[src/rtl/fetch_if.sv]
// Handshake and program-load bundle between the fetch sequencer, its host and the bitty core.
interface fetch_if #(
   parameter int unsigned ADDR_W = 8
);
   logic              start;
   logic              stop;
   logic              prog_we;
   logic [ADDR_W-1:0] prog_addr;
   logic [15:0]       prog_data;
   logic [ADDR_W:0]   prog_len;
   logic              done;
   logic [15:0]       d_out;
   logic              run;
   logic [15:0]       d_instr;
   logic [ADDR_W-1:0] pc;
   logic              busy;
   logic              halted;
   logic [15:0]       last_result;
   logic [15:0]       instr_count;

   modport master (
      input  start, stop, prog_we, prog_addr, prog_data, prog_len, done, d_out,
      output run, d_instr, pc, busy, halted, last_result, instr_count
   );

   modport slave (
      output start, stop, prog_we, prog_addr, prog_data, prog_len, done, d_out,
      input  run, d_instr, pc, busy, halted, last_result, instr_count
   );
endinterface

[src/rtl/fetch_unit.sv]
// Instruction sequencer: walks a loadable program memory, issues each word to the core
// with a one-cycle run pulse and collects the result on done.
module fetch_unit #(
   parameter int unsigned ADDR_W    = 8,
   parameter int unsigned MEM_DEPTH = 256,
   parameter int unsigned LOOP      = 0
) (
   input logic    clk,
   input logic    reset,
   fetch_if.master bus
);

   typedef enum logic [2:0] {S_IDLE, S_FETCH, S_ISSUE, S_WAIT, S_HALT} state_t;

   localparam logic [ADDR_W:0] LEN_ONE = 1;

   state_t            state;
   logic              stop_q;
   logic [15:0]       mem [MEM_DEPTH];
   logic              run_r;
   logic [15:0]       d_instr_r;
   logic [ADDR_W-1:0] pc_r;
   logic              busy_r;
   logic              halted_r;
   logic [15:0]       last_result_r;
   logic [15:0]       instr_count_r;

   logic can_start;
   logic at_end;
   logic wr_ok;

   assign can_start = bus.start && (bus.prog_len != '0);
   assign at_end    = ({1'b0, pc_r} == (bus.prog_len - LEN_ONE));
   assign wr_ok     = (state == S_IDLE) || (state == S_HALT);

   always_ff @(posedge clk) begin
      if (bus.prog_we && wr_ok) mem[bus.prog_addr] <= bus.prog_data;
   end

   always_ff @(posedge clk or negedge reset) begin
      if (!reset) begin
         state         <= S_IDLE;
         stop_q        <= 1'b0;
         run_r         <= 1'b0;
         d_instr_r     <= '0;
         pc_r          <= '0;
         busy_r        <= 1'b0;
         halted_r      <= 1'b0;
         last_result_r <= '0;
         instr_count_r <= '0;
      end else begin
         run_r <= 1'b0;
         if (bus.stop && (state inside {S_FETCH, S_ISSUE, S_WAIT})) stop_q <= 1'b1;
         case (state)
            S_IDLE, S_HALT: begin
               stop_q <= 1'b0;
               if (can_start) begin
                  pc_r          <= '0;
                  instr_count_r <= '0;
                  busy_r        <= 1'b1;
                  halted_r      <= 1'b0;
                  state         <= S_FETCH;
               end
            end
            S_FETCH: begin
               d_instr_r <= mem[pc_r];
               run_r     <= 1'b1;
               state     <= S_ISSUE;
            end
            S_ISSUE: state <= S_WAIT;
            S_WAIT: begin
               if (bus.done) begin
                  last_result_r <= bus.d_out;
                  if (instr_count_r != '1) instr_count_r <= instr_count_r + 16'd1;
                  // A stop request outranks the end-of-program test; both halt with pc held.
                  if (stop_q || bus.stop || (at_end && LOOP == 0)) begin
                     stop_q   <= 1'b0;
                     busy_r   <= 1'b0;
                     halted_r <= 1'b1;
                     state    <= S_HALT;
                  end else begin
                     pc_r  <= at_end ? '0 : pc_r + ADDR_W'(1);
                     state <= S_FETCH;
                  end
               end
            end
            default: state <= S_IDLE;
         endcase
      end
   end

   assign bus.run         = run_r;
   assign bus.d_instr     = d_instr_r;
   assign bus.pc          = pc_r;
   assign bus.busy        = busy_r;
   assign bus.halted      = halted_r;
   assign bus.last_result = last_result_r;
   assign bus.instr_count = instr_count_r;

endmodule

[src/flat_wrapper.sv]
// flat-port wrapper written by rule: the top's interface ports become plain ports
module fetch_unit_flat 
#(
   parameter int unsigned ADDR_W    = 8,
   parameter int unsigned MEM_DEPTH = 256,
   parameter int unsigned LOOP      = 0
)
  (clk, reset, bus_start, bus_stop, bus_prog_we, bus_prog_addr, bus_prog_data, bus_prog_len, bus_done, bus_d_out, bus_run, bus_d_instr, bus_pc, bus_busy, bus_halted, bus_last_result, bus_instr_count);
  fetch_if #(.ADDR_W(ADDR_W)) bus_i ();
  input logic clk;
  input logic reset;
  input wire logic [$bits(bus_i.start)-1:0] bus_start;
  input wire logic [$bits(bus_i.stop)-1:0] bus_stop;
  input wire logic [$bits(bus_i.prog_we)-1:0] bus_prog_we;
  input wire logic [$bits(bus_i.prog_addr)-1:0] bus_prog_addr;
  input wire logic [$bits(bus_i.prog_data)-1:0] bus_prog_data;
  input wire logic [$bits(bus_i.prog_len)-1:0] bus_prog_len;
  input wire logic [$bits(bus_i.done)-1:0] bus_done;
  input wire logic [$bits(bus_i.d_out)-1:0] bus_d_out;
  output wire logic [$bits(bus_i.run)-1:0] bus_run;
  output wire logic [$bits(bus_i.d_instr)-1:0] bus_d_instr;
  output wire logic [$bits(bus_i.pc)-1:0] bus_pc;
  output wire logic [$bits(bus_i.busy)-1:0] bus_busy;
  output wire logic [$bits(bus_i.halted)-1:0] bus_halted;
  output wire logic [$bits(bus_i.last_result)-1:0] bus_last_result;
  output wire logic [$bits(bus_i.instr_count)-1:0] bus_instr_count;
  assign bus_i.start = bus_start;
  assign bus_i.stop = bus_stop;
  assign bus_i.prog_we = bus_prog_we;
  assign bus_i.prog_addr = bus_prog_addr;
  assign bus_i.prog_data = bus_prog_data;
  assign bus_i.prog_len = bus_prog_len;
  assign bus_i.done = bus_done;
  assign bus_i.d_out = bus_d_out;
  assign bus_run = bus_i.run;
  assign bus_d_instr = bus_i.d_instr;
  assign bus_pc = bus_i.pc;
  assign bus_busy = bus_i.busy;
  assign bus_halted = bus_i.halted;
  assign bus_last_result = bus_i.last_result;
  assign bus_instr_count = bus_i.instr_count;
  fetch_unit #(.ADDR_W(ADDR_W), .MEM_DEPTH(MEM_DEPTH), .LOOP(LOOP)) u_core (.clk(clk), .reset(reset), .bus(bus_i));
endmodule
[config.mk]
export PLATFORM = sky130hd
export DESIGN_NAME = fetch_unit_flat
export DESIGN_NICKNAME = d
export VERILOG_FILES = /design/src/rtl/fetch_if.sv /design/src/rtl/fetch_unit.sv /design/src/flat_wrapper.sv
export SDC_FILE = /design/constraint.sdc
export NUM_CORES = 2
export LEC_CHECK = 0
export ABC_AREA = 0
export CORE_MARGIN = 2
export CORE_UTILIZATION = 35
export CTS_CLUSTER_SIZE = 30
export DETAILED_ROUTE_END_ITERATION = 16
export GPL_TIMING_DRIVEN = 0
export SYNTH_ARGS = -nofsm -noshare
export SYNTH_HDL_FRONTEND = slang
export SYNTH_SLANG_ARGS = --single-unit
[constraint.sdc]
create_clock -name clk -period 7.15 [get_ports clk]
set_clock_uncertainty 0.15 [all_clocks]
set_input_delay 2.145 -clock clk [delete_from_list [all_inputs] [get_ports clk]]
set_output_delay 2.145 -clock clk [all_outputs]
set_load 0.02 [all_outputs]
## After elaboration in Yosys (flattened, before gate mapping)

Memories as Yosys holds them, arrays and structs flattened. A register that Yosys moved wholly into a read port is not among the register bits.
Cells that the tools add are included.

| word-level totals | value |
|---|---|
| flip-flop bits (word level) | 47 |
| bits in writable memories | 4096 |
| input bits | 55 |
| output and inout bits | 59 |
| logic and storage cells | 68 |
| memories | 1 |

Memory list:

| name | depth | width | read ports | clocked after Yosys merged registers in | wr ports | RTL line | text |
|---|---|---|---|---|---|---|---|
| u_core.mem | 256 | 16 | 1 | 1 | 1 | fetch_unit.sv:19 | `logic [15:0] mem [MEM_DEPTH];` |

| cells by class | value |
|---|---|
| add/sub/neg operators | 3 |
| equal/unequal tests | 11 |
| muxes and demuxes | 28 |
| reduce and logical (&&, ||, !) cells | 17 |

Operator list:

| operator | count |
|---|---|
| 16-bit 2-to-1 mux | 3 |
| 8-bit 2-to-1 mux | 4 |
| 16-bit one-hot mux with 2 select lines | 1 |
| 16-bit by 1-bit adder with 16-bit output, second input constant | 1 |
| 16-bit != test, second input constant | 1 |
| 8-bit one-hot mux with 2 select lines | 1 |
| 1-bit 2-to-1 mux | 12 |
| 3-bit one-hot mux with 4 select lines | 1 |
| 4-bit AND reduction | 3 |
| 8-bit by 9-bit == test with 1-bit output | 1 |
| 3-bit 2-to-1 mux | 3 |
| 9-bit nonzero test | 1 |
| 9-bit by 1-bit subtractor with 9-bit output, second input constant | 1 |
| 8-bit by 1-bit adder with 8-bit output, second input constant | 1 |
| 2-bit != test, second input constant | 4 |
| 3-bit by 2-bit == test with 1-bit output, second input constant | 2 |
| 1-bit one-hot mux with 2 select lines | 3 |
| 2-bit AND reduction | 2 |
| 3-bit by 1-bit == test with 1-bit output, second input constant | 1 |
| 3-bit == test, second input constant | 1 |
| 1-bit logical AND | 3 |
| 3-bit logical NOT | 1 |
| 1-bit logical OR | 3 |
| 3-bit nonzero test | 1 |
| 4 further kinds | 4 |

## Logic depth before layout (Yosys ltp)

| depth | value |
|---|---|
| depth after elaboration | 7 |
| mapped depth | 14 |
| mapped depth without buffers | 9 |

## Worst setup path before layout

OpenSTA, ideal clock, no wires.

| path | value |
|---|---|
| path type | input -> register |
| start point | in bus_prog_len[0] |
| end point | reg u_core.instr_count_r[8] (netlist: u_core.bus.instr_count[8]) |
| setup time | 0.132 ns |
| arrival | 4.009 ns |
| required time | 6.868 ns |
| path slack | 2.859 ns |
| cell stages on the path | 10 |
| buffers on the path | 1 |
| cell sequence | inv_1 -> ha_1 -> or3b_2 -> o311a_1 -> nor2_1 -> nor2_1 -> clkbuf_1 -> nand4_1 -> xor2_1 -> nor2_1 |

| between the ends | value |
|---|---|
| cells in the longest elaborated chain, start to end | 4 |

Ends and longest elaborated chain:

| element | RTL line | text |
|---|---|---|
| from (decl) | flat_wrapper.sv:17 | `input wire logic [$bits(bus_i.prog_len)-1:0] bus_prog_len;` |
| 9-bit nonzero test | fetch_unit.sv:32 | `assign can_start = bus.start && (bus.prog_len != '0);` |
| 1-bit logical AND | fetch_unit.sv:32 |  |
| 2-bit by 1-bit != test with 1-bit output (no source line) | - |  |
| 4-bit AND reduction (no source line) | - |  |
| to (signal assigned) | fetch_unit.sv:74 | `if (instr_count_r != '1) instr_count_r <= instr_count_r + 16'd1;` |
| to (decl) | fetch_unit.sv:26 | `logic [15:0] instr_count_r;` |

No other way between the ends.
A chain may end at the register's enable or synchronous reset.

==> results.sh <==
export IMPL_synth_top_cell_by_area="edfxtp_1"
export IMPL_postCtsSetupRepairBufs=0
export IMPL_end_kind="flop"
export IMPL_cts_hold_buf=0
export IMPL_cts_buffers=412
export IMPL_die_w_um=680.8
export IMPL_drt_pass1_iterations=6
export IMPL_multiInputGateArea_um2=33850
export IMPL_dp_slack_ps=335.0
export IMPL_drv_slew=88
export IMPL_grt_max_degree=172
export IMPL_path_max_fanout=10
export IMPL_synth_area_um2=160300
export IMPL_async_reset_ff_frac=0.01515
export IMPL_ir_worst_vdd_mv=0.2233
export IMPL_p_leak_nw=57.98
export IMPL_worst_r2r_cell_count=10
export IMPL_synth_warnings=0
export IMPL_critical_path_startpoint_type="flop"
export IMPL_slew_limit_headroom=-0.1177
export IMPL_cts_sinks=4159
export IMPL_core_area_um2=456100
export IMPL_layout_commonest_cell="edfxtp_1"
export IMPL_setup_tns_ps=-707.6
export IMPL_drc=0
export IMPL_cts_root_buf="clkbuf_16"
export IMPL_drt_iter0_markers=14988
export IMPL_synth_avg_cell_area_um2=20.95
export IMPL_period_needed_ps=7445
export IMPL_utilization=0.4123
export IMPL_synth_top_area_share=0.7672
export IMPL_netlist_instances=7654
export IMPL_cts_reportedPaths_clkPinSlew_ps=70
export IMPL_cap_violations=11
export IMPL_ys_seq_elements=4159
export IMPL_setup_ws_ps=-295.5
export IMPL_nNetsFinal=8521
export IMPL_ant_nets=0
export IMPL_synthFlopType="edfxtp_1"
export IMPL_r2r_end="u_core.bus.d_instr[12]"
export IMPL_drt_wl_total_um=529600
export IMPL_grt_pass1_vias=84712
export IMPL_holdCritPathClass="flop to flop"
export IMPL_ff_latch_area_um2=124600
export IMPL_via_count=87065
export IMPL_p_per_area_nw_per_um2=334.3
export IMPL_place_hpwl_um=362600
export IMPL_cts_tree="done"
export IMPL_clockBufferDepth=4
export IMPL_antenna_found_initial=33
export IMPL_setup_viol=4
export IMPL_min_to="u_core.bus.last_result[10]"
export IMPL_place_port_buffers=113
export IMPL_synth_area_leaders="edfxtp_1, mux4_2, mux2i_1, dfrtp_1, o22ai_1"
export IMPL_violations="max-capacitance violations, max-slew violations, negative setup slack"
export IMPL_cp_arrival_ps=8220
export IMPL_drive_above_1_share=0.2526
export IMPL_rsz0062_at_grt="no"
export IMPL_initial_core_util=0.3515
export IMPL_area_growth_pct=17.30
export IMPL_cts_resized=0
export IMPL_fp_dieH_um=680.8
export IMPL_track_usage=0.2229
export IMPL_ioPinCount=114
export IMPL_ys_seq_area_frac=0.7770
export IMPL_final_cell_mix="edfxtp_1, mux4_2, mux2i_1, clkbuf_16, nand2_1"
export IMPL_h_tree_depth=5
export IMPL_fp_row_count=248
export IMPL_r2r_start="u_core.bus.pc[2]"
export IMPL_hold_viol=0
export IMPL_path_class="flop to flop"
export IMPL_status="complete, but fails checks"
export IMPL_wl_per_cell_um=35.71
export IMPL_layout_worst_path_cycle_share=1.041
export IMPL_cp_required_ps=7920
export IMPL_tightest_slew_ps=1677
export IMPL_grt_pass1_wl_um=711300
export IMPL_die_area_um2=463500
export IMPL_syn_num_nets=7712
export IMPL_grt_overflow=0
export IMPL_synth_edff_count=4096
export IMPL_clkLatencyLatePin_ps=1020
export IMPL_ys_types=72
export IMPL_hold_depth=2
export IMPL_worst_r2r_setup_slack_ps=-300
export IMPL_place_congestion=0.9946
export IMPL_hold_start="u_core.bus.last_result[10]"
export IMPL_fmax_ghz=0.1343
export IMPL_fillCellCount=39520
export IMPL_via_per_inst=5.871
power breakdown:
| part | leakage, nW | total, W | internal (W) | switching [W] |
|---|---|---|---|---|
| Clock | 6.43 | 0.0214 | 0.0122 | 0.00927 |
| Sequential | 37.6 | 0.0272 | 0.0269 | 0.000265 |
| Combinational | 13.9 | 0.0143 | 0.00511 | 0.00915 |
worst max-delay path: stages (launching register included):
cell,delay [ps]
dfrtp_1,830
buf_2,410
buf_2,570
buf_2,600
buf_2,710
buf_2,700
clkbuf_1,1150
a2111oi_0,380
nor3_1,1260
nand3_1,300
nand3_1,190
sequential cells by signal, indices dropped and copies added (netlist names):
signal,cells
u_core.bus.run,1
u_core.state,3
u_core.bus.d_instr,16
u_core.bus.busy,1
u_core.stop_q,1
u_core.mem,4096
u_core.bus.halted,1
u_core.bus.pc,8
u_core.bus.instr_count,16
u_core.bus.last_result,16
layout make-up:
class | instances | area share
Multi-Input combinational cell | 3040 | 0.1800
Clock inverter | 217 | 0.01097
Buffer | 443 | 0.01383
Timing Repair Buffer | 395 | 0.03339
Tap cell | 6000 | 0.03992
Antenna cell | 27 | 0.0003593
Clock buffer | 536 | 0.05890
Inverter | 12 | 0.0002395
Sequential cell | 4159 | 0.6624
cells by family after synthesis:
kind of cell | count (synthesis) | synth area share
muxes | 1367 | 0.1486
buffers and inverters | 455 | 0.01630
and+or+nand+nor | 942 | 0.02547
DFF | 4159 | 0.7770
AOI/OAI and AO/OA | 700 | 0.03083
adders and majority gates | 3 | 0.0002342
xor gates and xnor gates | 28 | 0.001530
worst max-delay path by stage:
| stage | from | depth (start not counted) | endpoint | slack (ps) |
|---|---|---|---|---|
| 5_1_grt | u_core.bus.pc[2] | 10 | u_core.bus.d_instr[15] | 160 |
| 3_3_place_gp | bus_prog_data[1] | 1 | u_core.mem[140][1] | -5360 |
| 4_1_cts | u_core.bus.pc[2] | 10 | u_core.bus.d_instr[12] | 280 |
| 6_report | u_core.bus.pc[2] | 10 | u_core.bus.d_instr[12] | -300 |
| 3_5_place_dp | u_core.bus.pc[2] | 10 | u_core.bus.d_instr[12] | 340 |
| 2_1_floorplan | bus_prog_len[0] | 10 | u_core.bus.instr_count[8] | 2860 |
Yosys cell counts (58+ instances only):
library cell / instances
edfxtp_1: 4096
mux4_2: 810
mux2i_1: 551
nor2_1: 374
nand2_1: 302
o22ai_1: 231
clkbuf_1: 189
o221ai_1: 127
buf_2: 100
a21oi_1: 81
nand3_1: 78
buf_4: 67
o21ai_0: 66
nor3_1: 64
dfrtp_1: 63
buf_6: 58
through the flow:
step | cell area (um^2) | power (W) | hold WS (ps) | std cells
2_1_floorplan | 160300 | 0.03537 | 365.8 | 7654
3_5_place_dp | 174800 | 0.04166 | 315.1 | 14045
6_report | 188100 | 0.06287 | 325.8 | 14829
5_1_grt | 188000 | 0.06411 | 362.8 | 14807
4_1_cts | 188000 | 0.06276 | 328.7 | 14798
3_3_place_gp | 169000 | 0.04175 | 317.8 | 13767
per-layer routing:
layer / share of wire / GRT usage / vias to the layer above
li1: - / - / 33716
met1: 0.37 / 0.2928 / 46057
met4: 0.066 / 0.1241 / 18
met3: 0.11 / 0.05925 / 1253
met5: 0.00041 / 0.001770 / -
met2: 0.45 / 0.3367 / 6021
No activity file was read; power rests on OpenSTA's default activity.
